`src/rtl/bcd_conv_scheduler.sv`:
```
// bcd_conv_scheduler
//   Shares one bit-serial double-dabble binary-to-BCD engine between NUM_REQ
//   requesters. An arbiter picks one request while idle and captures its
//   operand. The engine then runs WIDTH add-3/shift iterations, one per clock.
//   The digits are returned with the index of the requester that asked for them.
//
//   Optional build macro: BCD_SCHED_FIXED_PRIO_EN
//     defined   -> fixed priority, where the lowest index wins and there is no
//                  rotating pointer
//     undefined -> round-robin, scanning from rr_ptr upward
//
// Ports
//   clk        in   rising-edge clock
//   rst_n      in   asynchronous active-low reset
//   req_valid  in   [NUM_REQ]        request i valid
//   req_data   in   [NUM_REQ*WIDTH]  operand i at [i*WIDTH +: WIDTH]
//   req_ready  out  [NUM_REQ]        one-hot grant while IDLE
//   out_valid  out                   result valid (DONE state)
//   out_ready  in                    consumer accepts result
//   out_bcd    out  [DIGITS*4]       digit k at [4k+3:4k], digit 0 = ones
//   out_id     out  [ID_W]           requester index of out_bcd
//   busy       out                   high whenever not IDLE
//
// State table
//   IDLE  | arbitrating; accepts one request per edge
//   SHIFT | one add-3/shift iteration per edge, WIDTH in total
//   DONE  | result presented until out_ready handshake
module bcd_conv_scheduler #(
  parameter int NUM_REQ = 4,
  parameter int WIDTH   = 8,
  parameter int DIGITS  = 3,
  localparam int ID_W   = (NUM_REQ > 1) ? $clog2(NUM_REQ) : 1
) (
  input  logic                       clk,
  input  logic                       rst_n,
  input  logic [NUM_REQ-1:0]         req_valid,
  input  logic [NUM_REQ*WIDTH-1:0]   req_data,
  output logic [NUM_REQ-1:0]         req_ready,
  output logic                       out_valid,
  input  logic                       out_ready,
  output logic [DIGITS*4-1:0]        out_bcd,
  output logic [ID_W-1:0]            out_id,
  output logic                       busy
);

  localparam int BCD_W = DIGITS * 4;
  localparam int SR_W  = BCD_W + WIDTH;
  localparam int CNT_W = $clog2(WIDTH + 1);

  typedef enum logic [1:0] {
    ST_IDLE  = 2'd0,
    ST_SHIFT = 2'd1,
    ST_DONE  = 2'd2
  } state_t;

  state_t             r_state;
  state_t             w_state_nxt;
  logic [SR_W-1:0]    r_sr;
  logic [SR_W-1:0]    w_sr_adj;
  logic [SR_W-1:0]    w_sr_step;
  logic [CNT_W-1:0]   r_cnt;
  logic [BCD_W-1:0]   r_out_bcd;
  logic [ID_W-1:0]    r_out_id;
  logic [ID_W-1:0]    w_winner;
  logic               w_any;
  logic               w_accept;
  logic               w_last_iter;
  logic [WIDTH-1:0]   w_operand;

`ifndef BCD_SCHED_FIXED_PRIO_EN
  logic [ID_W-1:0]    r_rr_ptr;
  logic [ID_W-1:0]    w_rr_nxt;
`endif

  // Arbiter. The loop scans from the lowest priority down to the highest, so
  // the last match it records is the highest-priority requester.
  always_comb begin
    w_any    = 1'b0;
    w_winner = '0;
`ifdef BCD_SCHED_FIXED_PRIO_EN
    for (int k = NUM_REQ - 1; k >= 0; k--) begin
      if (req_valid[k]) begin
        w_any    = 1'b1;
        w_winner = ID_W'(k);
      end
    end
`else
    for (int k = NUM_REQ - 1; k >= 0; k--) begin
      if (req_valid[(int'(r_rr_ptr) + k) % NUM_REQ]) begin
        w_any    = 1'b1;
        w_winner = ID_W'((int'(r_rr_ptr) + k) % NUM_REQ);
      end
    end
`endif
  end

`ifndef BCD_SCHED_FIXED_PRIO_EN
  assign w_rr_nxt = (w_winner == ID_W'(NUM_REQ - 1)) ? '0 : w_winner + 1'b1;
`endif

  assign w_accept    = (r_state == ST_IDLE) && w_any;
  assign w_operand   = req_data[int'(w_winner) * WIDTH +: WIDTH];
  assign w_last_iter = (r_cnt == CNT_W'(WIDTH - 1));

  // One double-dabble iteration: add 3 to every digit >= 5 (4-bit wrap), then shift left.
  always_comb begin
    w_sr_adj = r_sr;
    for (int d = 0; d < DIGITS; d++) begin
      if (r_sr[WIDTH + 4*d +: 4] >= 4'd5) begin
        w_sr_adj[WIDTH + 4*d +: 4] = r_sr[WIDTH + 4*d +: 4] + 4'd3;
      end
    end
    w_sr_step = {w_sr_adj[SR_W-2:0], 1'b0};
  end

  // State register
  always_ff @(posedge clk or negedge rst_n) begin
    if (!rst_n) begin
      r_state <= ST_IDLE;
    end else begin
      r_state <= w_state_nxt;
    end
  end

  // Next-state and FSM outputs
  always_comb begin
    w_state_nxt = r_state;
    req_ready   = '0;
    out_valid   = 1'b0;
    busy        = 1'b1;
    case (r_state)
      ST_IDLE: begin
        busy = 1'b0;
        if (w_accept) begin
          req_ready[w_winner] = 1'b1;
          w_state_nxt         = ST_SHIFT;
        end
      end
      ST_SHIFT: begin
        if (w_last_iter) begin
          w_state_nxt = ST_DONE;
        end
      end
      ST_DONE: begin
        out_valid = 1'b1;
        if (out_ready) begin
          w_state_nxt = ST_IDLE;
        end
      end
      default: begin
        w_state_nxt = ST_IDLE;
      end
    endcase
  end

  // Datapath
  always_ff @(posedge clk or negedge rst_n) begin
    if (!rst_n) begin
      r_sr      <= '0;
      r_cnt     <= '0;
      r_out_bcd <= '0;
      r_out_id  <= '0;
`ifndef BCD_SCHED_FIXED_PRIO_EN
      r_rr_ptr  <= '0;
`endif
    end else begin
      case (r_state)
        ST_IDLE: begin
          if (w_accept) begin
            r_sr     <= {{BCD_W{1'b0}}, w_operand};
            r_cnt    <= '0;
            r_out_id <= w_winner;
`ifndef BCD_SCHED_FIXED_PRIO_EN
            r_rr_ptr <= w_rr_nxt;
`endif
          end
        end
        ST_SHIFT: begin
          r_sr  <= w_sr_step;
          r_cnt <= r_cnt + 1'b1;
          // The result register keeps the last result while a new conversion
          // reuses the shift register.
          if (w_last_iter) begin
            r_out_bcd <= w_sr_step[SR_W-1 -: BCD_W];
          end
        end
        default: begin
        end
      endcase
    end
  end

  assign out_bcd = r_out_bcd;
  assign out_id  = r_out_id;

endmodule

```
`config.mk`:
```
export PLATFORM = sky130hd
export DESIGN_NAME = bcd_conv_scheduler
export DESIGN_NICKNAME = d
export VERILOG_FILES = /design/src/rtl/bcd_conv_scheduler.sv
export SDC_FILE = /design/constraint.sdc
export NUM_CORES = 1
export LEC_CHECK = 0
export CORE_MARGIN = 10
export CORE_UTILIZATION = 39
export CTS_CLUSTER_SIZE = 24
export DETAILED_ROUTE_END_ITERATION = 8
export PLACE_DENSITY = 0.75
export SLEW_MARGIN = 20
export SYNTH_ARGS = -nofsm -noshare
export SYNTH_HDL_FRONTEND = slang
export SYNTH_SLANG_ARGS = --single-unit
```
`constraint.sdc`:
```
create_clock -name clk -period 5.4 [get_ports clk]
set_clock_uncertainty 0.05 [all_clocks]
set_input_delay 1.08 -clock clk [delete_from_list [all_inputs] [get_ports clk]]
set_output_delay 1.08 -clock clk [all_outputs]
set_load 0.05 [all_outputs]
```
# After elaboration in Yosys (flattened, before gate mapping)
# Cells that the tools add are included.
# Widths: inputs -> output; s select.
# word_totals
elab_cells	82
latchBits	0
output_inout_bits	20
mem_bits_rw	0
regBits	42
memories	0
rom_bits	0
# classes
multipliers	0
bitwise	3
shift	1
order_cmp	9
eq_ne	7
n_reduce_logical	11
add_sub_neg	8
n_mux	37
n_div	0
# ops
op	count
$pmux 20 s2	1
$shiftx 32x6->8	1
$mux 20	1
$mux 4	5
$mux 2	8
$mux 1	14
$ge 4x3->1 const B	3
$lt 3x4->1 const B	3
$add 4x2->4 const B	2
$bmux 1 s2	4
$pmux 4 s2	1
$lt 2x3->1 const B	2
$ne 2x2->1 const B	3
$pmux 2 s3	1
$reduce_and 2->1	3
$reduce_or 2->1	3
$add 2x1->2 const B	2
$add 2x2->2 const B	2
$add 4x1->4 const B	1
$eq 2x2->1 const B	2
$eq 4x3->1 const B	1
$add 3x2->3 const B	1
$and 1x1->1 const A	3
$mux 3	1
7 further kinds	8

# Longest topological paths before layout
# Gate-level depths: netlist of run 1.
# depth
depth_word	16
mapped_depth	7
mapped_depth_nobuf	6

# Least setup slack after synthesis of run 1
# No wires, ideal clock.
# synth_timing
path_kind	input to output
from	in req_valid[0]
to	out req_ready[2]
n_path_buf	1
t_arrival_ns	3.150
stages	5
required_time_ns	4.270
setup_slack_ns	1.120
path_cell_list	and2_4 o2bb2ai_4 nor2_2 buf_4 nor4_1
# synth_between
elab_chain_cells	13
word_cells_on_any_way	27
# synth_rtl
element	line_no	text
start: declaration	36	input logic [NUM_REQ-1:0] req_valid,
$bmux 1 s2	89	if (req_valid[(int'(r_rr_ptr) + k) % NUM_REQ]) begin
$mux 1 (not written as such) (2 in series)	89	
$mux 2 (4 in series)	89	
$lt 2x3->1 (not written as such) / $ge 2x1->1 (equally long branches)	135	req_ready[w_winner] = 1'b1;
$logic_and 1x1->1 (not written as such)	135	
$mux 1 (not written as such)	135	
$demux 1 s2	135	
$mux 4 *	134	if (w_accept) begin
$mux 4 *	131	case (r_state)
end: declaration	38	output logic [NUM_REQ-1:0] req_ready,
# Every way passes the cells marked *; elsewhere a longest branch is shown, timed or not. The select of a mux whose other input is x is not followed.

# Worst setup path in the final report of run 1
# layout_timing
from	in req_valid[2]
to	out req_ready[3]
# The elaborated chain is that of the path after synthesis.

==> flow_summary_export.csv, run 1 <==
group,metric,value,unit
layout,drive_gt1_frac,0.09003,
die,placementRows,28,
sta,setup_ws,722.9,ps
yosys,synth.area.top_cells,"dfrtp_1 44%, o21ai_0 7.9%, ha_1 4.1%",
grt,antenna_found_initial,0,
critical_path,crit_top_cell,"clkdlybuf4s50_1",
critical_path,worstPathRequired,4270,ps
critical_path,path_class,"input pin to output port",
layout,diodes,0,
critical_path,r2r_cells,5,
route,first_iter_violations,65,
yosys,syn-cell-area,0.002412,mm2
clock_tree,cts.path.max_buffers,2,
layout,syn_to_final_growth,29.93,%
route,wl_per_cell,14.18,um
hold_path,hold_path_depth,2,
clock_tree,post_cts_resized,0,
power,power.density,558.9,mW/mm2
hold_path,hold_end,"out_bcd[5]$_DFFE_PN0P_",
grt,grt_pass1_wl,9.694,mm
yosys,async_flop_share,1.000,
yosys,syn_avg_cell_area,9.460,um2
sta,timing.setup.tns,0,ps
clock_tree,htree_levels,2,
layout,stdcell_count,386,
grt,grt-ovfl-total,0,
yosys,synth_edf_count,0,
die,dieHeight,98.65,um
grt,grt_usage,0.1161,
sta,hold_violations,0,
sta,slew_violations,0,
critical_path,cp_num_buf_inv,2,
route,avgViaCountPerCell,5.285,
route,drt-pass1-iter-count,4,
route,postRouteWirelength,5.475,mm
die,die_area,0.009731,mm2
placed_design,place_inst,378,
clock_tree,cts.sinks,42,
critical_path,slowest_stage,"clkdlybuf4s50_1",
clock_tree,insertion_delay,290,ps
clock_tree,post-cts-setup-buffers,0,
yosys,synth_cells,255,
grt,first_global_vias,2038,
critical_path,crit_chain,"clkdlybuf4s50_1, mux2i_1, o2bb2ai_4, nor2_2, ha_1, and2_1, clkdlybuf4s50_1",
critical_path,critPathTopFamily,"buffers and inverters",
power,finalPower,0.001752,W
job,max_cap_violations,0,
sta,timing.fmax,213.8,MHz
placed_design,pre_cts_ws,741.0,ps
sta,rsz0062_at_grt,"no",
die,io_pins,59,
yosys,synth_top_area_cell,"dfrtp_1",
sta,max_slew_margin,0.3653,
status,status,"completed",
yosys,yosysWarnings,0,
critical_path,cpPeakStageDelay,810,ps
die,fp.dieW,98.65,um
yosys,synth_seq_cells,42,
hold_path,hold_start,"out_bcd[5]$_DFFE_PN0P_",
placed_design,hpwl,4.196,mm
layout,fillers,551,
route,drc,0,
sta,min_period,4677,ps
clock_tree,cts_tree,"yes",
grt,grt_max_degree,43,
yosys,synth_common_cells,"42 x dfrtp_1, 38 x o21ai_0, 24 x nand2_1",
power,leakage,1.352,nW
placed_design,place.gp.congestion,0.7846,
critical_path,end_kind,"output port",
clock_tree,cts_buffers,5,
placed_design,port_buffers,58,
critical_path,cp_max_fo,12,
die,core,0.005956,mm2
die,start_util,0.4050,
route,drt.antenna.violating_nets,0,
yosys,synth_flop_cell,"dfrtp_1",
clock_tree,holdBufCountCts,0,
yosys,synth_cell_types,45,
critical_path,cp-start-kind,"input pin",
layout,nets,357,
power,vdd_drop_max,0.0002994,V
sta,post-route-period-util,0.8661,
sta,tightest_slew,952.0,ps
critical_path,r2r_slack,3250,ps
clock_tree,cts_root_buffer,"clkbuf_8",
yosys,seq_area_frac_synth,0.4357,
yosys,yosysMostFrequentCell,"dfrtp_1",
yosys,yosysTopAreaCellShare,0.4357,
critical_path,r2r_start,"r_rr_ptr[1]$_DFFE_PN0P_",
critical_path,r2r_end,"r_sr[0]$_DFFE_PN0P_",
yosys,synth.net_count,302,
sta,setup_viol,0,
clock_tree,path_clk_slew,80,ps
route,vias,2040,
hold_path,hold_class,"flop to flop",
critical_path,worstPathArrival,3550,ps
[per-stage QoR]
stage                     hold WS, ps  area (um2)  utilization
after floorplan                 407.7        2412            -
after global placement          409.5        3043       0.5109
after detailed placement        420.0        3043       0.5109
after CTS                       437.8        3134       0.5263
after global routing            457.0        3134       0.5263
final                           430.0        3134       0.5263
[worst max-delay path by stage]
stage                            start            to  slack [ps]  depth (start not counted)
after floorplan           req_valid[0]  req_ready[2]        1120                          5
after global placement    req_valid[2]  req_ready[3]         790                          7
after detailed placement  req_valid[2]  req_ready[3]         740                          7
after CTS                 req_valid[2]  req_ready[3]         710                          7
after global routing      req_valid[2]  req_ready[3]         530                          7
final                     req_valid[2]  req_ready[3]         720                          7
[cells in the final DEF, fill, tap and decap left out, types with 8 or more instances in the layout]
master / n
clkdlybuf4s50_1: 57
o21ai_0: 38
dfrtp_1: 42
and3_1: 14
a21oi_1: 15
nand3_1: 11
nand2_1: 24
nand2b_1: 8
ha_1: 8
mux2i_1: 8
inv_1: 8
[registers in the layout, summed over array words and instances, names as in the netlist]
name / flops
r_cnt: 4
out_id: 2
r_rr_ptr: 2
r_sr: 20
out_bcd: 12
r_state: 2
[power breakdown]
group | leakage, nW | switching, W | internal, W
Sequential | 0.530 | 0.0000981 | 0.000461
Combinational | 0.774 | 0.000597 | 0.000390
Clock | 0.0482 | 0.000103 | 0.000103
[layout make-up]
type,count,area [um2],area share
multi-input cells,190,1259,0.4016
flip-flops and latches,42,1051,0.3353
repair buffers,62,605.6,0.1932
well taps,75,93.84,0.02994
clock buffers,7,86.33,0.02754
inverters,9,33.78,0.01078
clock inverters,1,5.005,0.001597
[kinds of logic after synthesis]
kind of cell	synth area share
adder cells (fa/ha/maj)	0.04150
buffers and inverters	0.04253
AO/OA/AOI/OAI	0.2054
multiplexers	0.06742
AND/OR/NAND/NOR	0.1966
XOR/XNOR	0.01089
flip-flops	0.4357
[layer usage]
metal  wire, um  share of wire  vias to the layer above  GRT usage
li1           -              -                     1024          -
met1       2404           0.44                      941     0.1388
met2       2454           0.45                       65     0.1815
met3        516          0.094                       10    0.05168
met4         99          0.018                        0    0.03969
met5          0              0                        -          0
[worst reg2reg max path, cell delays in order (launching register included)]
cell       delay [ps]
dfrtp_1           450
mux2i_1           330
o2bb2ai_4         130
nor2_2            410
mux2_4            340
a311o_1           340
Note: power is estimated with default switching activity, not from simulation.
==> run 2, diff against run 1 <==
--- a/config.mk
+++ b/config.mk
@@ -6,10 +6,10 @@
 export NUM_CORES = 1
 export LEC_CHECK = 0
 export CORE_MARGIN = 10
-export CORE_UTILIZATION = 39
+export CORE_UTILIZATION = 53
 export CTS_CLUSTER_SIZE = 24
 export DETAILED_ROUTE_END_ITERATION = 8
-export PLACE_DENSITY = 0.75
+export PLACE_DENSITY = 0.93
 export SLEW_MARGIN = 20
 export SYNTH_ARGS = -nofsm -noshare
 export SYNTH_HDL_FRONTEND = slang
==> flow_summary_export.csv, run 2 (synthesis gave the netlist of run 1 again) <==
group,metric,value,unit
status,status,"completed",
layout,stdcell_count,362,
clock_tree,cts_tree,"yes",
power,swShare,0.4575,
grt,first_global_vias,2182,
critical_path,crit_chain,"clkdlybuf4s50_1, mux2i_1, o2bb2ai_4, nor2_2, ha_1, and2_1, clkdlybuf4s50_1",
sta,rsz0062_at_grt,"no",
grt,grt_max_degree,43,
critical_path,worstPathRequired,4270,ps
layout,top_register,"r_sr",
layout,nets,356,
layout,syn_to_final_growth,28.42,%
critical_path,crit_top_cell,"clkdlybuf4s50_1",
clock_tree,insertion_delay,290,ps
clock_tree,cts.path.max_buffers,2,
critical_path,end_kind,"output port",
clock_tree,post-cts-setup-buffers,0,
sta,hold_slack,427.6,ps
grt,grt_usage,0.1541,
sta,post-route-period-util,0.8645,
critical_path,cpPeakStageDelay,800,ps
critical_path,slowest_stage,"clkdlybuf4s50_1",
die,placementRows,24,
die,die_area,0.007650,mm2
die,io_pins,59,
layout,final_common_cell,"clkdlybuf4s50_1",
sta,min_period,4668,ps
route,vias,2056,
clock_tree,post_cts_resized,0,
power,intPower,0.0009448,W
sta,timing.fmax,214.2,MHz
placed_design,hpwl,4.244,mm
clock_tree,holdBufCountCts,0,
power,leakage,1.347,nW
clock_tree,path_clk_slew,80,ps
sta,setup_viol,0,
sta,slew_violations,0,
power,vdd_drop_max,0.0003249,V
route,drt-pass1-iter-count,4,
clock_tree,cts.sinks,42,
power,power_frac_comb,0.559,
critical_path,critPathTopFamily,"buffers and inverters",
route,postRouteWirelength,5.552,mm
critical_path,path_class,"input pin to output port",
grt,grt-ovfl-total,0,
clock_tree,cts_buffers,5,
layout,largest_reg_flops,20,
critical_path,cp-start-kind,"input pin",
layout,fillers,344,
route,first_iter_violations,83,
grt,antenna_found_initial,0,
sta,tightest_slew,961.1,ps
clock_tree,cts_root_buffer,"clkbuf_8",
die,start_util,0.5502,
critical_path,cp_max_fo,12,
power,power_switching,0.0007969,W
critical_path,worstPathArrival,3540,ps
route,drc,0,
job,max_cap_violations,0,
sta,max_slew_margin,0.3579,
route,drt.antenna.violating_nets,0,
die,core,0.004384,mm2
sta,hold_violations,0,
power,clockPowerShare,0.119,
power,power.density,562.2,mW/mm2
placed_design,place_inst,354,
placed_design,place.gp.congestion,0.9069,
layout,most-common-layout-cells,"57 x clkdlybuf4s50_1, 42 x dfrtp_1, 38 x o21ai_0",
route,wl_per_cell,15.34,um
die,fp.dieW,87.47,um
layout,diodes,0,
grt,grt_pass1_wl,9.770,mm
hold_path,hold_class,"flop to flop",
sta,timing.setup.tns,0,ps
layout,drive_gt1_frac,0.08710,
critical_path,cp_num_buf_inv,2,
layout,seq_area,0.001051,mm2
die,dieHeight,87.47,um
clock_tree,htree_levels,2,
layout,multiInputGateArea,0.001259,mm2
power,pwr-share-seq,0.323,
placed_design,port_buffers,58,
layout,final_core_util,0.7066,
route,avgViaCountPerCell,5.680,
critical_path,r2r_slack,2930,ps
-- run 2: cell types whose count changed in the layout (fill, tap and decap cells not counted) --
| cell | previous run | this run |
|---|---|---|
| buf_4 | 4 | 3 |
-- run 2: path summary, 6_finish.rpt --
| kind | start | cells past startpoint | endpoint |
|---|---|---|---|
| setup / recovery | req_valid[2] | 7 | req_ready[3] |
| hold / removal | out_bcd[7]$_DFFE_PN0P_ | 2 | out_bcd[7]$_DFFE_PN0P_ |
| setup reg to reg | r_state[1]$_DFFE_PN0P_ | 3 | out_bcd[0]$_DFFE_PN0P_ |
| hold reg to reg | out_bcd[7]$_DFFE_PN0P_ | 2 | out_bcd[7]$_DFFE_PN0P_ |
| max in group asynchronous | rst_n | 1 | r_state[1]$_DFFE_PN0P_ |
| min in group asynchronous | rst_n | 1 | out_bcd[2]$_DFFE_PN0P_ |
-- run 2: power groups by stage --
stage          logic (W)  clock network [W]  registers [W]
3_3_place_gp    0.000949                  0       0.000557
5_1_grt          0.00108           0.000224       0.000582
2_1_floorplan   0.000570                  0       0.000715
6_report        0.000973           0.000207       0.000562
3_5_place_dp    0.000980                  0       0.000567
4_1_cts         0.000981           0.000210       0.000561
-- run 2: layout make-up --
type	count	area share
Clock buffer	7	0.02787
Clock inverter	1	0.001616
Inverter	9	0.01090
Multi-Input combinational cell	190	0.4063
Sequential cell	42	0.3393
Tap cell	52	0.02100
Timing Repair Buffer	61	0.1931
-- run 2: metal layers --
metal  vias up  routed length [um]  track usage
met5         -                   0            0
met4         0                  82      0.04493
met3         8                 501      0.06461
met2        62                2629       0.2626
met1       958                2340       0.1704
li1       1028                   -            -
-- run 2: worst reg2reg max path, delay by kind of cell (launching register included) --
family        cells  cell delay (ps)
mux               1              460
flops             1              420
simple gates      2             1440
-- run 2: stage by stage --
stage | area (um2) | power, W | worst slack, ps
after floorplan | 2412 | 0.001285 | 1120
after global placement | 3007 | 0.001506 | 813.4
after detailed placement | 3007 | 0.001548 | 757.0
after CTS | 3098 | 0.001753 | 734.7
after global routing | 3098 | 0.001886 | 557.5
final | 3098 | 0.001742 | 731.6
